**config.mk**
```make
export PLATFORM = sky130hd
export DESIGN_NAME = result_serializer
export DESIGN_NICKNAME = d
export VERILOG_FILES = /design/src/rtl/result_serializer_pkg.sv /design/src/rtl/result_serializer.sv
export SDC_FILE = /design/constraint.sdc
export NUM_CORES = 1
export LEC_CHECK = 0
export BUFFER_PORTS_ARGS = -buffer_cell sky130_fd_sc_hd__buf_2
export CAP_MARGIN = 20
export CORE_ASPECT_RATIO = 1.2
export CORE_MARGIN = 4
export CORE_UTILIZATION = 55
export CTS_CLUSTER_DIAMETER = 200
export DETAILED_ROUTE_END_ITERATION = 8
export GPL_TIMING_DRIVEN = 0
export PLACE_DENSITY_LB_ADDON = 0.08
export SYNTH_ARGS = -nofsm -noshare
export SYNTH_HDL_FRONTEND = slang
export SYNTH_SLANG_ARGS = --single-unit
```
**constraint.sdc**
```tcl
create_clock -name CLK -period 3.3 [get_ports CLK]
set_input_delay 0.33 -clock CLK [delete_from_list [all_inputs] [get_ports CLK]]
set_output_delay 0.33 -clock CLK [all_outputs]
set_load 0.005 [all_outputs]
```
**src/rtl/result_serializer_pkg.sv**
```systemverilog
// result_serializer_pkg: shared widths and FSM encoding for the result serializer
package result_serializer_pkg;

    localparam int OPERAND_WIDTH        = 8;
    localparam int DEFAULT_RESULT_WIDTH = 2 * OPERAND_WIDTH;

    typedef enum logic {
        IDLE = 1'b0,
        SEND = 1'b1
    } state_t;

endpackage

```
**src/rtl/result_serializer.sv**
```systemverilog
// result_serializer: splits each result word into bytes, LSB first, with a one-deep pending slot
module result_serializer
    import result_serializer_pkg::*;
#(
    parameter int RESULT_WIDTH = DEFAULT_RESULT_WIDTH,
    parameter int NUM_BYTES    = RESULT_WIDTH / 8
) (
    input  logic                    CLK,
    input  logic                    RST,
    input  logic [RESULT_WIDTH-1:0] Result,
    input  logic                    Result_Valid,
    output logic [7:0]              Out_Byte,
    output logic                    Out_Valid,
    input  logic                    Out_Ready,
    output logic                    Busy,
    output logic                    Overrun,
    input  logic                    Ovr_Clr
);

    localparam int IW = (NUM_BYTES > 1) ? $clog2(NUM_BYTES) : 1;
    localparam logic [IW-1:0] LAST = IW'(NUM_BYTES - 1);

    state_t                  state;
    logic [IW-1:0]           idx;
    logic [RESULT_WIDTH-1:0] shift_reg;
    logic [RESULT_WIDTH-1:0] pend_reg;
    logic                    pend_full;
    logic                    overrun_q;
    logic                    xfer;
    logic                    last_xfer;
    logic                    drop;

    // A word is only dropped when the pending slot is full and is not being freed this cycle
    always_comb begin
        xfer      = (state == SEND) && Out_Ready;
        last_xfer = xfer && (idx == LAST);
        drop      = Result_Valid && (state == SEND) && pend_full && !last_xfer;
    end

    // Serializer FSM, shift register, pending slot and sticky overrun flag
    always_ff @(posedge CLK or negedge RST) begin
        if (!RST) begin
            state     <= IDLE;
            idx       <= '0;
            shift_reg <= '0;
            pend_reg  <= '0;
            pend_full <= 1'b0;
            overrun_q <= 1'b0;
        end else begin
            overrun_q <= drop | (overrun_q & ~Ovr_Clr);
            case (state)
                IDLE: begin
                    if (Result_Valid) begin
                        shift_reg <= Result;
                        idx       <= '0;
                        state     <= SEND;
                    end
                end
                SEND: begin
                    if (last_xfer) begin
                        idx <= '0;
                        if (pend_full) begin
                            shift_reg <= pend_reg;
                            pend_full <= Result_Valid;
                            if (Result_Valid) pend_reg <= Result;
                        end else if (Result_Valid) begin
                            shift_reg <= Result;
                        end else begin
                            shift_reg <= '0;
                            state     <= IDLE;
                        end
                    end else begin
                        if (xfer) begin
                            idx       <= idx + 1'b1;
                            shift_reg <= shift_reg >> 8;
                        end
                        if (Result_Valid && !pend_full) begin
                            pend_reg  <= Result;
                            pend_full <= 1'b1;
                        end
                    end
                end
                default: state <= IDLE;
            endcase
        end
    end

    assign Out_Valid = (state == SEND);
    assign Out_Byte  = Out_Valid ? shift_reg[7:0] : 8'h00;
    assign Busy      = Out_Valid | pend_full;
    assign Overrun   = overrun_q;

endmodule

```
* Word level (Yosys, flattened, before mapping)
Index checks and enable logic that the tools add are counted.
** Storage, ports and cells
- Register bits after elaboration :: 36
- Input bits :: 21
- Output and inout bits :: 11
- Word-level logic and storage cells :: 49
** Cells by class
- Add/sub/neg operators :: 1
- Eq/ne operators :: 4
- Multiplexer cells :: 21
- Bitwise logic cells :: 5
- Reductions and logical operators :: 12
** Operators with widths (count)
- $mux W16 :: 8
- $pmux W16 S2 :: 1
- $mux W1 :: 9
- $mux W8 :: 1
- $logic_and A1 B1 Y1 :: 6
- $ne A2 B2 Y1 const B :: 3
- $pmux W1 S2 :: 2
- $reduce_and A2 Y1 :: 2
- $reduce_and A4 Y1 :: 1
- $ne A3 B1 Y1 const B :: 1
- $logic_not A1 Y1 :: 2
- $not A1 Y1 :: 2
- $or A1 B1 Y1 :: 2
- $reduce_bool A2 Y1 :: 1
- $add A1 B1 Y1 const B :: 1
- $and A1 B1 Y1 :: 1

* Depth between registers and ports, before layout
- Depth in word-level cells :: 5
- Depth in mapped cells :: 5

* Worst setup path after synthesis
Ideal clock, no wire load.
- Path type :: register -> register
- Start :: reg state (netlist: Out_Valid)
- End :: reg pend_reg[10]
- Setup time :: 0.125 ns
- Arrival :: 1.307 ns
- Data required time :: 3.175 ns
- Slack :: 1.868 ns
- Stages on the path, launching flop included :: 6
- Clock period less this slack :: 1.432 ns
- Cell sequence :: dfrtp_1 buf_2 nand2_1 a21oi_4 buf_12 mux2_4
** Between the ends
- Cells in the longest elaborated chain, start to end :: 4
- Elaborated cells between the ends (all ways) :: 7
- Those cells by class :: 2 x eq/ne; 1 x mux; 4 x reduce/logical
** RTL lines
- start, declared :: RTL line result_serializer.sv:23 : state_t state;
- start signal, assigned :: RTL line result_serializer.sv:43 : state <= IDLE;
- start signal, assigned :: RTL line result_serializer.sv:56 : state <= SEND;
- start signal, assigned :: RTL line result_serializer.sv:70 : state <= IDLE;
- $logic_and A1 B1 Y1 :: RTL line result_serializer.sv:35 : xfer = (state == SEND) && Out_Ready;
- $logic_and A1 B1 Y1 :: RTL line result_serializer.sv:36 : last_xfer = xfer && (idx == LAST);
- $ne A2 B2 Y1 (no source line) / $reduce_bool A2 Y1 (equally long branches)
- $reduce_and A4 Y1 (no source line)
- end signal, assigned :: RTL line result_serializer.sv:65 : if (Result_Valid) pend_reg <= Result;
- end signal, assigned :: RTL line result_serializer.sv:78 : pend_reg <= Result;
- end, declared :: RTL line result_serializer.sv:26 : logic [RESULT_WIDTH-1:0] pend_reg;
Parallel ways exist; a longest one is shown, timed or not.
A chain may end at the register's enable or synchronous reset.

* Final worst setup path
- Start :: reg state (netlist: Out_Valid)
- End :: out Busy
** Between the ends
- Cells in the longest elaborated chain, start to end :: 1
** RTL lines
- $or A1 B1 Y1 :: RTL line result_serializer.sv:90 : assign Busy = Out_Valid | pend_full;
- end, declared :: RTL line result_serializer.sv:15 : output logic Busy,
No other way between the ends.

==> qor.log <==
[finish] layout cells sized above 1 28.6%
[cts] insertion delay of the later-clocked pin in the worst-skew pair 0.29 ns
[finish] most frequent cells in the layout sky130_fd_sc_hd__buf_2 (39), sky130_fd_sc_hd__dfrtp_1 (36), sky130_fd_sc_hd__nand2_1 (28)
[placement] RePlAce Congestion 0.821
[setup_path] register-to-register setup slack 1.66 ns
[cts] TritonCTS clock tree yes
[setup_path] kind of critical path reg2out
[die] initial core utilization 58.5%
[setup_path] arrival time of the worst setup path 1.56 ns
[drt] Iteration-0 DRC Markers 146
[finish] final net count 259
[grt] pin count of the biggest net entering global routing 37
[grt] number of global-route vias before repair 1,726
[setup_path] worst-path fanout max 10
[placement] cell count after placement 268
[placement] IO Port Bufs 31
[min_path] Worst Hold Class in2async
[power_and_ir_drop] part of the power in combinational logic 41.9%
[setup_path] required time of the critical path 2.97 ns
[cts] # Post-CTS Setup Buffers 0
[die] number of top-level pins 32
[power_and_ir_drop] Power Internal 1180 uW
[synthesis] portion of synthesized cell area occupied by the leading cell type 45.0%
[finish] Area Overhead vs Synth 13.9%
[die] Chip Height 74.1 um
[drt] vias post-DR 1,637
[job] max-cap viol count 0
[power_and_ir_drop] clock share of power 16.5%
[setup_path] capture point of the worst reg-to-reg path pend_reg[8]
[grt] number of antenna violations at the first check in global routing 0
[sta] clock period minus worst slack 1.89 ns
[drt] number of detailed-routing iterations run before antenna repair 4
[cts] quantity of hold-fixing buffers added after cts 0
[finish] final antenna diode count 0
[cts] Num CTS Buffers 5
[sta] relative max-transition margin 46.2%
[drt] remaining number of nets flagged by the antenna check after routing 0
[drt] DRC violation count after routing 0
[synthesis] library cell with the largest summed area after synthesis sky130_fd_sc_hd__dfrtp_1
[sta] number of pins exceeding their max-slew limit in the final report 0
[synthesis] Yosys reg bits 36
[sta] number of setup violations in the final report 0
[die] Chip Width 63.1 um
[synthesis] Synth warnings 0
[power_and_ir_drop] switching power 602 uW
[sta] Final Hold Viols 0
[die] Die ar. 4670 sq um
[cts] clk sinks 36
[setup_path] reg2reg start idx
[die] count of standard-cell rows 23
[power_and_ir_drop] relative contribution of sequential cells to total power 41.6%
[drt] average wire per standard cell 17.8 um
[setup_path] first element of the critical path Out_Valid
[synthesis] synthesized net count 221
[finish] number of cells in the finished layout apart from fillers 275
[power_and_ir_drop] switching part of the total power 33.9%
[finish] most common cell after layout, fill and taps aside sky130_fd_sc_hd__buf_2
[synthesis] netlist area before placement 2000 sq um
[setup_path] kind of end point of the critical path output port
[setup_path] nature of the critical path startpoint flip-flop
[synthesis] synth top area cells sky130_fd_sc_hd__dfrtp_1 (45%), sky130_fd_sc_hd__mux2_4 (7.5%), sky130_fd_sc_hd__nand3b_1 (6.0%), sky130_fd_sc_hd__nand2_1 (5.3%), sky130_fd_sc_hd__mux2_2 (3.9%)
[setup_path] Setup crit end Busy
[cts] Reg clk slew, reported paths 0.07 ns
[die] Core Box Area 3420 sq um
[sta] Sum Neg Setup Slack 0 ns
[sta] Worst-Margin Slew 0.807 ns
[synthesis] post-synthesis cell count 200
[synthesis] Mapped Avg Cell Area 10.0 sq um
[cts] clock root buffer sky130_fd_sc_hd__clkbuf_8
[synthesis] fraction of the yosys area taken by sequential cells 45.0%
[cts] CTS-repair resized insts 0
[sta] setup repair after global routing missed its margin no
[sta] worst clock skew 0.00143 ns
[setup_path] count of cells along the worst register-to-register path 4
[grt] All-Layer GR Usage 23.1%
[cts] level count of the clock H-tree 2
[sta] final worst path period share 57.3%
[drt] mean number of vias per cell 5.95
[placement] HPWL after detailed placement 3430 um
[grt] final global-route overflow total 0
[power_and_ir_drop] Pleak 0.00104 uW
[power_and_ir_drop] worst IR drop on VDD 385 uV
[power_and_ir_drop] power density over cell area 780 nW/um^2
[status] status complete, no violations
[cts] maximum buffer depth of the clock tree 2
[synthesis] unique cell type count in the Yosys netlist 26
[sta] Max Freq 529 MHz
[drt] WL final 4900 um
[grt] first-pass GRT wire length 8280 um
## stage by stage
stage | instance area, sq um | util [%] | power [uW] | hold WS, ns | setup slack, ns
6_report | 2280 | 66.6 | 1780 | 0.128 | 1.41
5_1_grt | 2280 | 66.6 | 1900 | 0.191 | 1.33
4_1_cts | 2280 | 66.6 | 1790 | 0.153 | 1.41
3_5_place_dp | 2200 | 64.3 | 1490 | 0.466 | 1.66
3_3_place_gp | 2200 | 64.3 | 1450 | 0.455 | 1.70
2_1_floorplan | 2000 | - | 1270 | 0.0344 | 1.87
## final cells by class
cell class	instances	area, sq um
plain buffers	16	90.1
flip-flops and latches	36	901
inverters	10	37.5
fillers	297	1140
clock buffers	6	72.6
well taps	37	46.3
repair buffers	31	155
clock inverters	1	5.00
multi-input cells	138	973
## critical path, cell delays in order (launching register included)
cell	delay, ns
sky130_fd_sc_hd__dfrtp_1	0.38
sky130_fd_sc_hd__buf_2	0.17
sky130_fd_sc_hd__clkbuf_1	0.25
sky130_fd_sc_hd__or2_2	0.34
sky130_fd_sc_hd__buf_2	0.13
## routing by layer
metal,GRT usage [%],vias to the layer above,part of all wire (%)
met5,0,-,0
met4,9.80,0,1.1
met3,5.74,6,6.4
met2,39.3,61,49
met1,28.2,799,43
li1,-,771,-
## cell usage after synthesis, drive strengths merged
library cell and number:
mux2 17, a21oi 10, o21ai 2, inv 10, nor2b 1, nor2 9, nand2 28, a22o 1
a32oi 8, buf 10, a21o 9, nand3b 16, dfrtp 36, nand2b 8, xor2 1, clkbuf 6
o22a 8, and2 8, o22ai 1, or2 1, nand3 2, a31oi 8
## how the worst min path moves through the flow
| stage | to |
|---|---|
| after floorplan | Out_Valid |
| after global placement | pend_reg[7] |
| after detailed placement | shift_reg[7] |
| after CTS | shift_reg[15] |
| after global routing | shift_reg[7] |
| final | shift_reg[7] |
## power by group through the flow
stage	logic (uW)	clock network (uW)	registers, uW
5_1_grt	817	331	756
2_1_floorplan	559	0	709
3_5_place_dp	742	0	746
6_report	746	294	740
4_1_cts	746	302	738
3_3_place_gp	717	0	729
## kinds of logic (layout without fill, tap and decap cells)
logic type	after synthesis	in the layout	share of synthesized area, %
buffers and inverters	26	64	6.38
DFF	36	36	45.0
and+or+nand+nor	73	73	19.6
xor gates and xnor gates	1	1	0.438
muxes	17	17	11.4
AOI/OAI and AO/OA	47	47	17.2
(Power assumes the default switching activity.)
